**src/rtl/rtc_timekeeper.sv**
```systemverilog
// Local BCD timekeeper for the RTC core: free-runs from clk, resyncs on RTC ticks,
// exposes a CPU register file with write-through to the RTC and N time-of-day alarms.
module rtc_timekeeper #(
   parameter int unsigned CLK_HZ     = 25000000,
   parameter int unsigned N_ALARMS   = 2,
   parameter bit          SYNC_RESET = 1'b1
) (
   input  logic                clk,
   input  logic                reset,
   input  logic                rtc_tick,
   input  logic [55:0]         rtc_datetime,
   output logic                rtc_wr,
   output logic [2:0]          rtc_addr,
   output logic [7:0]          rtc_data,
   input  logic                cpu_wr,
   input  logic [4:0]          cpu_addr,
   input  logic [7:0]          cpu_wdata,
   output logic [7:0]          cpu_rdata,
   output logic [55:0]         datetime,
   output logic                pps,
   output logic [N_ALARMS-1:0] alarm
);

   localparam int unsigned     DIV_W    = (CLK_HZ > 1) ? $clog2(CLK_HZ) : 1;
   localparam logic [DIV_W-1:0] DIV_MAX = DIV_W'(CLK_HZ - 1);
   localparam logic [55:0]     DT_RESET = 56'h00_01_01_01_00_00_00;

   logic [DIV_W-1:0]    div_q, div_d;
   logic [55:0]         dt_q, dt_d;
   logic                pps_q, pps_d;
   logic                pend_q, pend_d;
   logic                sync_en_q, sync_en_d;
   logic [N_ALARMS-1:0] alarm_en_q, alarm_en_d;
   logic [N_ALARMS-1:0] flag_q, flag_d;
   logic [N_ALARMS-1:0] match;
   logic [7:0]          alm_q [N_ALARMS][3];
   logic                rtc_wr_q, rtc_wr_d;
   logic [2:0]          rtc_addr_q, rtc_addr_d;
   logic [7:0]          rtc_data_q, rtc_data_d;
   logic [7:0]          rdata_q, rdata_d;

   logic wrap, load, fire, field_wr, inc_apply;

   // Out-of-range values wrap to min with carry; a bad low digit rolls the tens digit.
   function automatic logic [8:0] bcd_step(input logic [7:0] val, input logic [7:0] lim,
                                           input logic [7:0] min);
      if (val >= lim) begin
         return {1'b1, min};
      end else if (val[3:0] >= 4'd9) begin
         return {1'b0, val[7:4] + 4'd1, 4'd0};
      end else begin
         return {1'b0, val + 8'd1};
      end
   endfunction

   function automatic logic [7:0] month_len(input logic [7:0] mo, input logic [7:0] yy);
      logic [1:0] yy_mod4;
      yy_mod4 = {yy[4], 1'b0} + yy[1:0];
      case (mo)
         8'h02:                      return (yy_mod4 == 2'd0) ? 8'h29 : 8'h28;
         8'h04, 8'h06, 8'h09, 8'h11: return 8'h30;
         default:                    return 8'h31;
      endcase
   endfunction

   function automatic logic [55:0] dt_inc(input logic [55:0] dt);
      logic [55:0] n;
      logic [8:0]  r;
      logic        c;
      n = dt;
      r = bcd_step(dt[7:0], 8'h59, 8'h00);
      n[7:0] = r[7:0];
      c = r[8];
      if (c) begin
         r = bcd_step(dt[15:8], 8'h59, 8'h00);
         n[15:8] = r[7:0];
         c = r[8];
      end
      if (c) begin
         r = bcd_step(dt[23:16], 8'h23, 8'h00);
         n[23:16] = r[7:0];
         c = r[8];
      end
      if (c) begin
         r = bcd_step(dt[31:24], 8'h07, 8'h01);
         n[31:24] = r[7:0];
         r = bcd_step(dt[39:32], month_len(dt[47:40], dt[55:48]), 8'h01);
         n[39:32] = r[7:0];
         c = r[8];
      end
      if (c) begin
         r = bcd_step(dt[47:40], 8'h12, 8'h01);
         n[47:40] = r[7:0];
         c = r[8];
      end
      if (c) begin
         r = bcd_step(dt[55:48], 8'h99, 8'h00);
         n[55:48] = r[7:0];
      end
      return n;
   endfunction

   always_comb begin
      wrap      = (div_q == DIV_MAX);
      load      = rtc_tick && sync_en_q;
      field_wr  = cpu_wr && (cpu_addr < 5'd7);
      fire      = wrap || pend_q;
      // A field write steals the increment slot; the pending second lands next cycle.
      inc_apply = fire && !load && !field_wr;
      pend_d    = fire && !load && field_wr;
      pps_d     = inc_apply;

      div_d = wrap ? '0 : div_q + DIV_W'(1);
      if (load || (field_wr && cpu_addr == 5'd0)) begin
         div_d = '0;
      end

      dt_d = dt_q;
      if (inc_apply) begin
         dt_d = dt_inc(dt_q);
      end
      if (load) begin
         dt_d = rtc_datetime;
      end
      for (int f = 0; f < 7; f++) begin
         if (field_wr && cpu_addr == 5'(f)) begin
            dt_d[8*f +: 8] = cpu_wdata;
         end
      end

      sync_en_d  = (cpu_wr && cpu_addr == 5'd7) ? cpu_wdata[0] : sync_en_q;
      alarm_en_d = (cpu_wr && cpu_addr == 5'd8) ? cpu_wdata[N_ALARMS-1:0] : alarm_en_q;

      for (int i = 0; i < int'(N_ALARMS); i++) begin
         match[i] = pps_q && alarm_en_q[i] &&
                    (dt_q[23:0] == {alm_q[i][2], alm_q[i][1], alm_q[i][0]});
      end
      flag_d = flag_q;
      if (cpu_wr && cpu_addr == 5'd9) begin
         flag_d = flag_q & ~cpu_wdata[N_ALARMS-1:0];
      end
      flag_d = flag_d | match;

      rtc_wr_d   = field_wr;
      rtc_addr_d = field_wr ? cpu_addr[2:0] : rtc_addr_q;
      rtc_data_d = field_wr ? cpu_wdata : rtc_data_q;

      rdata_d = '0;
      for (int f = 0; f < 7; f++) begin
         if (cpu_addr == 5'(f)) begin
            rdata_d = dt_q[8*f +: 8];
         end
      end
      if (cpu_addr == 5'd7) rdata_d = {7'b0, sync_en_q};
      if (cpu_addr == 5'd8) rdata_d = 8'(alarm_en_q);
      if (cpu_addr == 5'd9) rdata_d = 8'(flag_q);
      for (int i = 0; i < int'(N_ALARMS); i++) begin
         for (int k = 0; k < 3; k++) begin
            if (int'(cpu_addr) == 16 + 3 * i + k) rdata_d = alm_q[i][k];
         end
      end
   end

   always_ff @(posedge clk or negedge reset) begin
      if (!reset) begin
         div_q      <= '0;
         dt_q       <= DT_RESET;
         pps_q      <= 1'b0;
         pend_q     <= 1'b0;
         sync_en_q  <= SYNC_RESET;
         alarm_en_q <= '0;
         flag_q     <= '0;
         rtc_wr_q   <= 1'b0;
         rtc_addr_q <= '0;
         rtc_data_q <= '0;
         rdata_q    <= '0;
         for (int i = 0; i < int'(N_ALARMS); i++) begin
            for (int k = 0; k < 3; k++) alm_q[i][k] <= '0;
         end
      end else begin
         div_q      <= div_d;
         dt_q       <= dt_d;
         pps_q      <= pps_d;
         pend_q     <= pend_d;
         sync_en_q  <= sync_en_d;
         alarm_en_q <= alarm_en_d;
         flag_q     <= flag_d;
         rtc_wr_q   <= rtc_wr_d;
         rtc_addr_q <= rtc_addr_d;
         rtc_data_q <= rtc_data_d;
         rdata_q    <= rdata_d;
         for (int i = 0; i < int'(N_ALARMS); i++) begin
            for (int k = 0; k < 3; k++) begin
               if (cpu_wr && int'(cpu_addr) == 16 + 3 * i + k) alm_q[i][k] <= cpu_wdata;
            end
         end
      end
   end

   assign datetime  = dt_q;
   assign pps       = pps_q;
   assign alarm     = flag_q;
   assign rtc_wr    = rtc_wr_q;
   assign rtc_addr  = rtc_addr_q;
   assign rtc_data  = rtc_data_q;
   assign cpu_rdata = rdata_q;

endmodule

```
**config.mk**
```make
export PLATFORM = sky130hd
export DESIGN_NAME = rtc_timekeeper
export DESIGN_NICKNAME = d
export VERILOG_FILES = /design/src/rtl/rtc_timekeeper.sv
export SDC_FILE = /design/constraint.sdc
export NUM_CORES = 1
export LEC_CHECK = 0
export CAP_MARGIN = 20
export CORE_MARGIN = 8
export CORE_UTILIZATION = 40
export CTS_CLUSTER_DIAMETER = 40
export CTS_CLUSTER_SIZE = 24
export DETAILED_ROUTE_END_ITERATION = 16
export GPL_ROUTABILITY_DRIVEN = 0
export PLACE_DENSITY = 0.68
export SETUP_SLACK_MARGIN = 0.02
export SLEW_MARGIN = 25
export SYNTH_ARGS = -nofsm -noshare
export SYNTH_HDL_FRONTEND = slang
export SYNTH_SLANG_ARGS = --single-unit
```
**constraint.sdc**
```tcl
create_clock -name clk -period 4.56 [get_ports clk]
set_clock_uncertainty 0.15 [all_clocks]
set_input_delay 1.14 -clock clk [delete_from_list [all_inputs] [get_ports clk]]
set_output_delay 1.14 -clock clk [all_outputs]
set_load 0.005 [all_outputs]
```
==> flow_summary_export.csv <==
group,metric,value,unit
die,io_pins,152,
sta,relSlewSlack,0.355,
clock_network,cts_root_buf,"clkbuf_16",
route,post_drt_via_cell_ratio,6.04,
die,row_count,58,
placed_design,port_buffers,151,
power,vdd.ir_drop.worst,255,uV
power,power_frac_comb,0.392,
setup_path,cp_top_family,"compound AO/OA/AOI/OAI gates",
grt,grtUsageTotal,0.237,
cells_and_area,final_common_cell,"dfrtp_1",
clock_network,clk_latency,440,ps
die,start_util,0.404,
route,wl_per_cell,23.0,microns
setup_path,critical_path_depth,14,
yosys,syn_area_per_cell,8.92,sq um
power,p_switching,2770,uW
setup_path,crit_required,4730,ps
setup_path,worstPathMaxFanout,8,
clock_network,cts_buffers,17,
route,routedLengthMet1,15500,microns
clock_network,postCtsSetupBuffers,0,
yosys,synth-seq-area-share,0.387,
power,switching_share,0.418,
cells_and_area,fin_util,0.499,
yosys,syn_inst,1134,
die,core_area,25000,sq um
outcome,status,"finished, final reports clean",
setup_path,slowest_stage,"dfstp_2",
run,drv_cap,0,
cells_and_area,fillers,2339,
sta,drv_slew,0,
sta,setup_ws,597,ps
setup_path,path_class,"reg2reg",
grt,grt_max_degree,101,
cells_and_area,regArea,3910,sq um
grt,grt_first_pass_wirelength,56500,microns
route,dr_wl_met2,15900,microns
clock_network,cts_buffer_depth,2,
yosys,ys_ff_latch,156,
placed_design,dpl_cell_area,11900,sq um
yosys,syn_nets,1249,
yosys,synth_top_area_share,0.376,
setup_path,cp-start-kind,"flip-flop",
die,die_h,175,microns
setup_path,reg2reg_depth,14,
yosys,yosys-top-cells-area,"dfrtp_1, ha_1, nand2_1",
yosys,synth_edf_count,0,
cells_and_area,area_delta_synth_final,23.5,%
sta,period_share,0.869,
power,p_int,3860,uW
cells_and_area,layout_common_cells,"dfrtp_1, clkdlybuf4s50_1, nand2_1",
clock_network,ctsHtreeMaxLevel,4,
placed_design,pre_cts_ws,644,ps
setup_path,slowest_delay,660,ps
route,postRouteAntennaNets,0,
worst_hold_path,hold_path_depth,2,
sta,fmax,0.252,GHz
sta,finalHoldViolCount,0,
route,wl_met3,4090,microns
yosys,netlist_area,10100,sq um
setup_path,cp_num_buf_inv,1,
cells_and_area,final_area,12500,sq um
route,drtIter0Drc,1560,
yosys,yosys_warnings,0,
power,p_per_area,531,nW/um^2
die,die_x,175,microns
clock_network,cts_tree,"yes",
placed_design,dpl.hpwl,26600,microns
cells_and_area,drive_gt1_frac,0.105,
clock_network,cts_resized,0,
worst_hold_path,min-delay-path-class,"reg2reg",
grt,grt_pass1_vias,9396,
power,p_leak,0.00522,uW
sta,min_period,3960,ps
route,dr.pass1.iters,6,
clock_network,cts_sinks,156,
setup_path,arrival,4140,ps
route,vias,9654,
grt,overflow,0,
setup_path,crit_path_end_kind,"flip-flop",
yosys,yosysTopAreaCell,"dfrtp_1",
setup_path,path_cells,"inv_1 > ha_1 > o211ai_1 > a21oi_1 > a31oi_1 > nor3_1 > a21oi_1 > ha_1 > nor4b_1 > o221ai_1 > and4_4 > a31oi_2 > nor2_1 > a221o_1",
clock_network,clk_pin_slew_worst_paths,70,ps
yosys,synth_flop_cell,"dfrtp_1",
yosys,synth.distinct_cells,80,
sta,tightestPinTransition,965,ps
route,drt_wl_total,36800,microns
power,p_seq_frac,0.394,
clock_network,hold_buffers,0,
yosys,synthArstFlopShare,1.00,
route,highest_layer,"met4",
power,power.share.clock,0.215,
route,drc_errors,0,
cells_and_area,nets,1369,
die,die-area,30600,sq um
cells_and_area,multi_input_area,5730,sq um
sta,rsz0062_at_grt,"no",
sta,finalSetupViolations,0,
sta,finalSetupTns,0,ps
grt,antenna_found_initial,1,
==> power groups by stage <==
stage | Combinational [uW] | Sequential [uW] | Clock, uW
6_report | 2600 | 2610 | 1420
5_1_grt | 2880 | 2650 | 1490
4_1_cts | 2590 | 2570 | 1440
3_5_place_dp | 2570 | 2590 | 0
3_3_place_gp | 2520 | 2600 | 0
2_1_floorplan | 1700 | 2160 | 0
==> tightest hold or removal path: cells and delay by family (launching register included) <==
kind / cells / cell delay (ps)
AO/OA/AOI/OAI: 1 / 60
flip-flops: 1 / 340
AND/OR/NAND/NOR: 1 / 40
==> Yosys cell counts (all sizes together) (13+ instances only) <==
| master | count |
|---|---|
| a22oi | 13 |
| dfrtp | 152 |
| nand3 | 43 |
| nor2 | 113 |
| xor2 | 40 |
| nor3 | 26 |
| ha | 42 |
| a21oi | 36 |
| o21ai | 75 |
| xnor2 | 48 |
| inv | 43 |
| nand4 | 25 |
| o22ai | 21 |
| clkbuf | 51 |
| buf | 21 |
| a221oi | 18 |
| mux2 | 27 |
| o31ai | 19 |
| a31oi | 15 |
| nand2 | 139 |
==> metal layers <==
metal | up-vias | track usage
li1 | 4344 | -
met1 | 4640 | 0.320
met2 | 575 | 0.353
met3 | 95 | 0.0680
met4 | 0 | 0.0908
met5 | - | 0
==> sequential cells by signal (all words and copies together), names as in the netlist, 2 cells and up <==
signal	cells
datetime	56
alm_q	48
div_q	25
cpu_rdata	8
rtc_data	8
rtc_addr	3
alarm	2
alarm_en_q	2
==> kinds of logic (layout without fill, tap and decap cells) <==
| group | count (synthesis) | count (layout) | share of synthesized area |
|---|---|---|---|
| compound gates | 273 | 273 | 0.189 |
| xor+xnor | 88 | 88 | 0.0762 |
| fa+ha+maj | 42 | 42 | 0.0520 |
| buf+inv | 116 | 249 | 0.0469 |
| flops | 156 | 156 | 0.387 |
| mux | 42 | 42 | 0.0523 |
| other cells | 0 | 2 | 0 |
| simple gates | 417 | 417 | 0.197 |
==> stage by stage <==
step / total power (uW) / hold slack [ps] / instances
CTS: 6610 / 335 / 1597
global route: 7020 / 363 / 1598
floorplan: 3850 / 320 / 1134
global placement: 5120 / 319 / 1565
finish: 6640 / 331 / 1599
detailed placement: 5160 / 321 / 1565
==> area by class of cell <==
type	instances	area share
diodes	2	0.000401
clock buffers	18	0.0352
well taps	330	0.0331
flip-flops and latches	156	0.313
clock inverters	14	0.0116
inverters	44	0.0132
multi-input cells	862	0.459
repair buffers	173	0.135
==> worst paths after layout <==
kind | slack [ps] | start | endpoint
worst max register to register | 600 | datetime[40] | datetime[43]
worst min register to register | 330 | rtc_addr[2] | rtc_addr[2]
worst min-delay path | 330 | rtc_addr[2] | rtc_addr[2]
worst max-delay path | 600 | datetime[40] | datetime[43]
min in group asynchronous | 510 | reset | cpu_rdata[7]
max in group asynchronous | 2800 | reset | rtc_data[7]
Power figures use the tool's default switching activity.
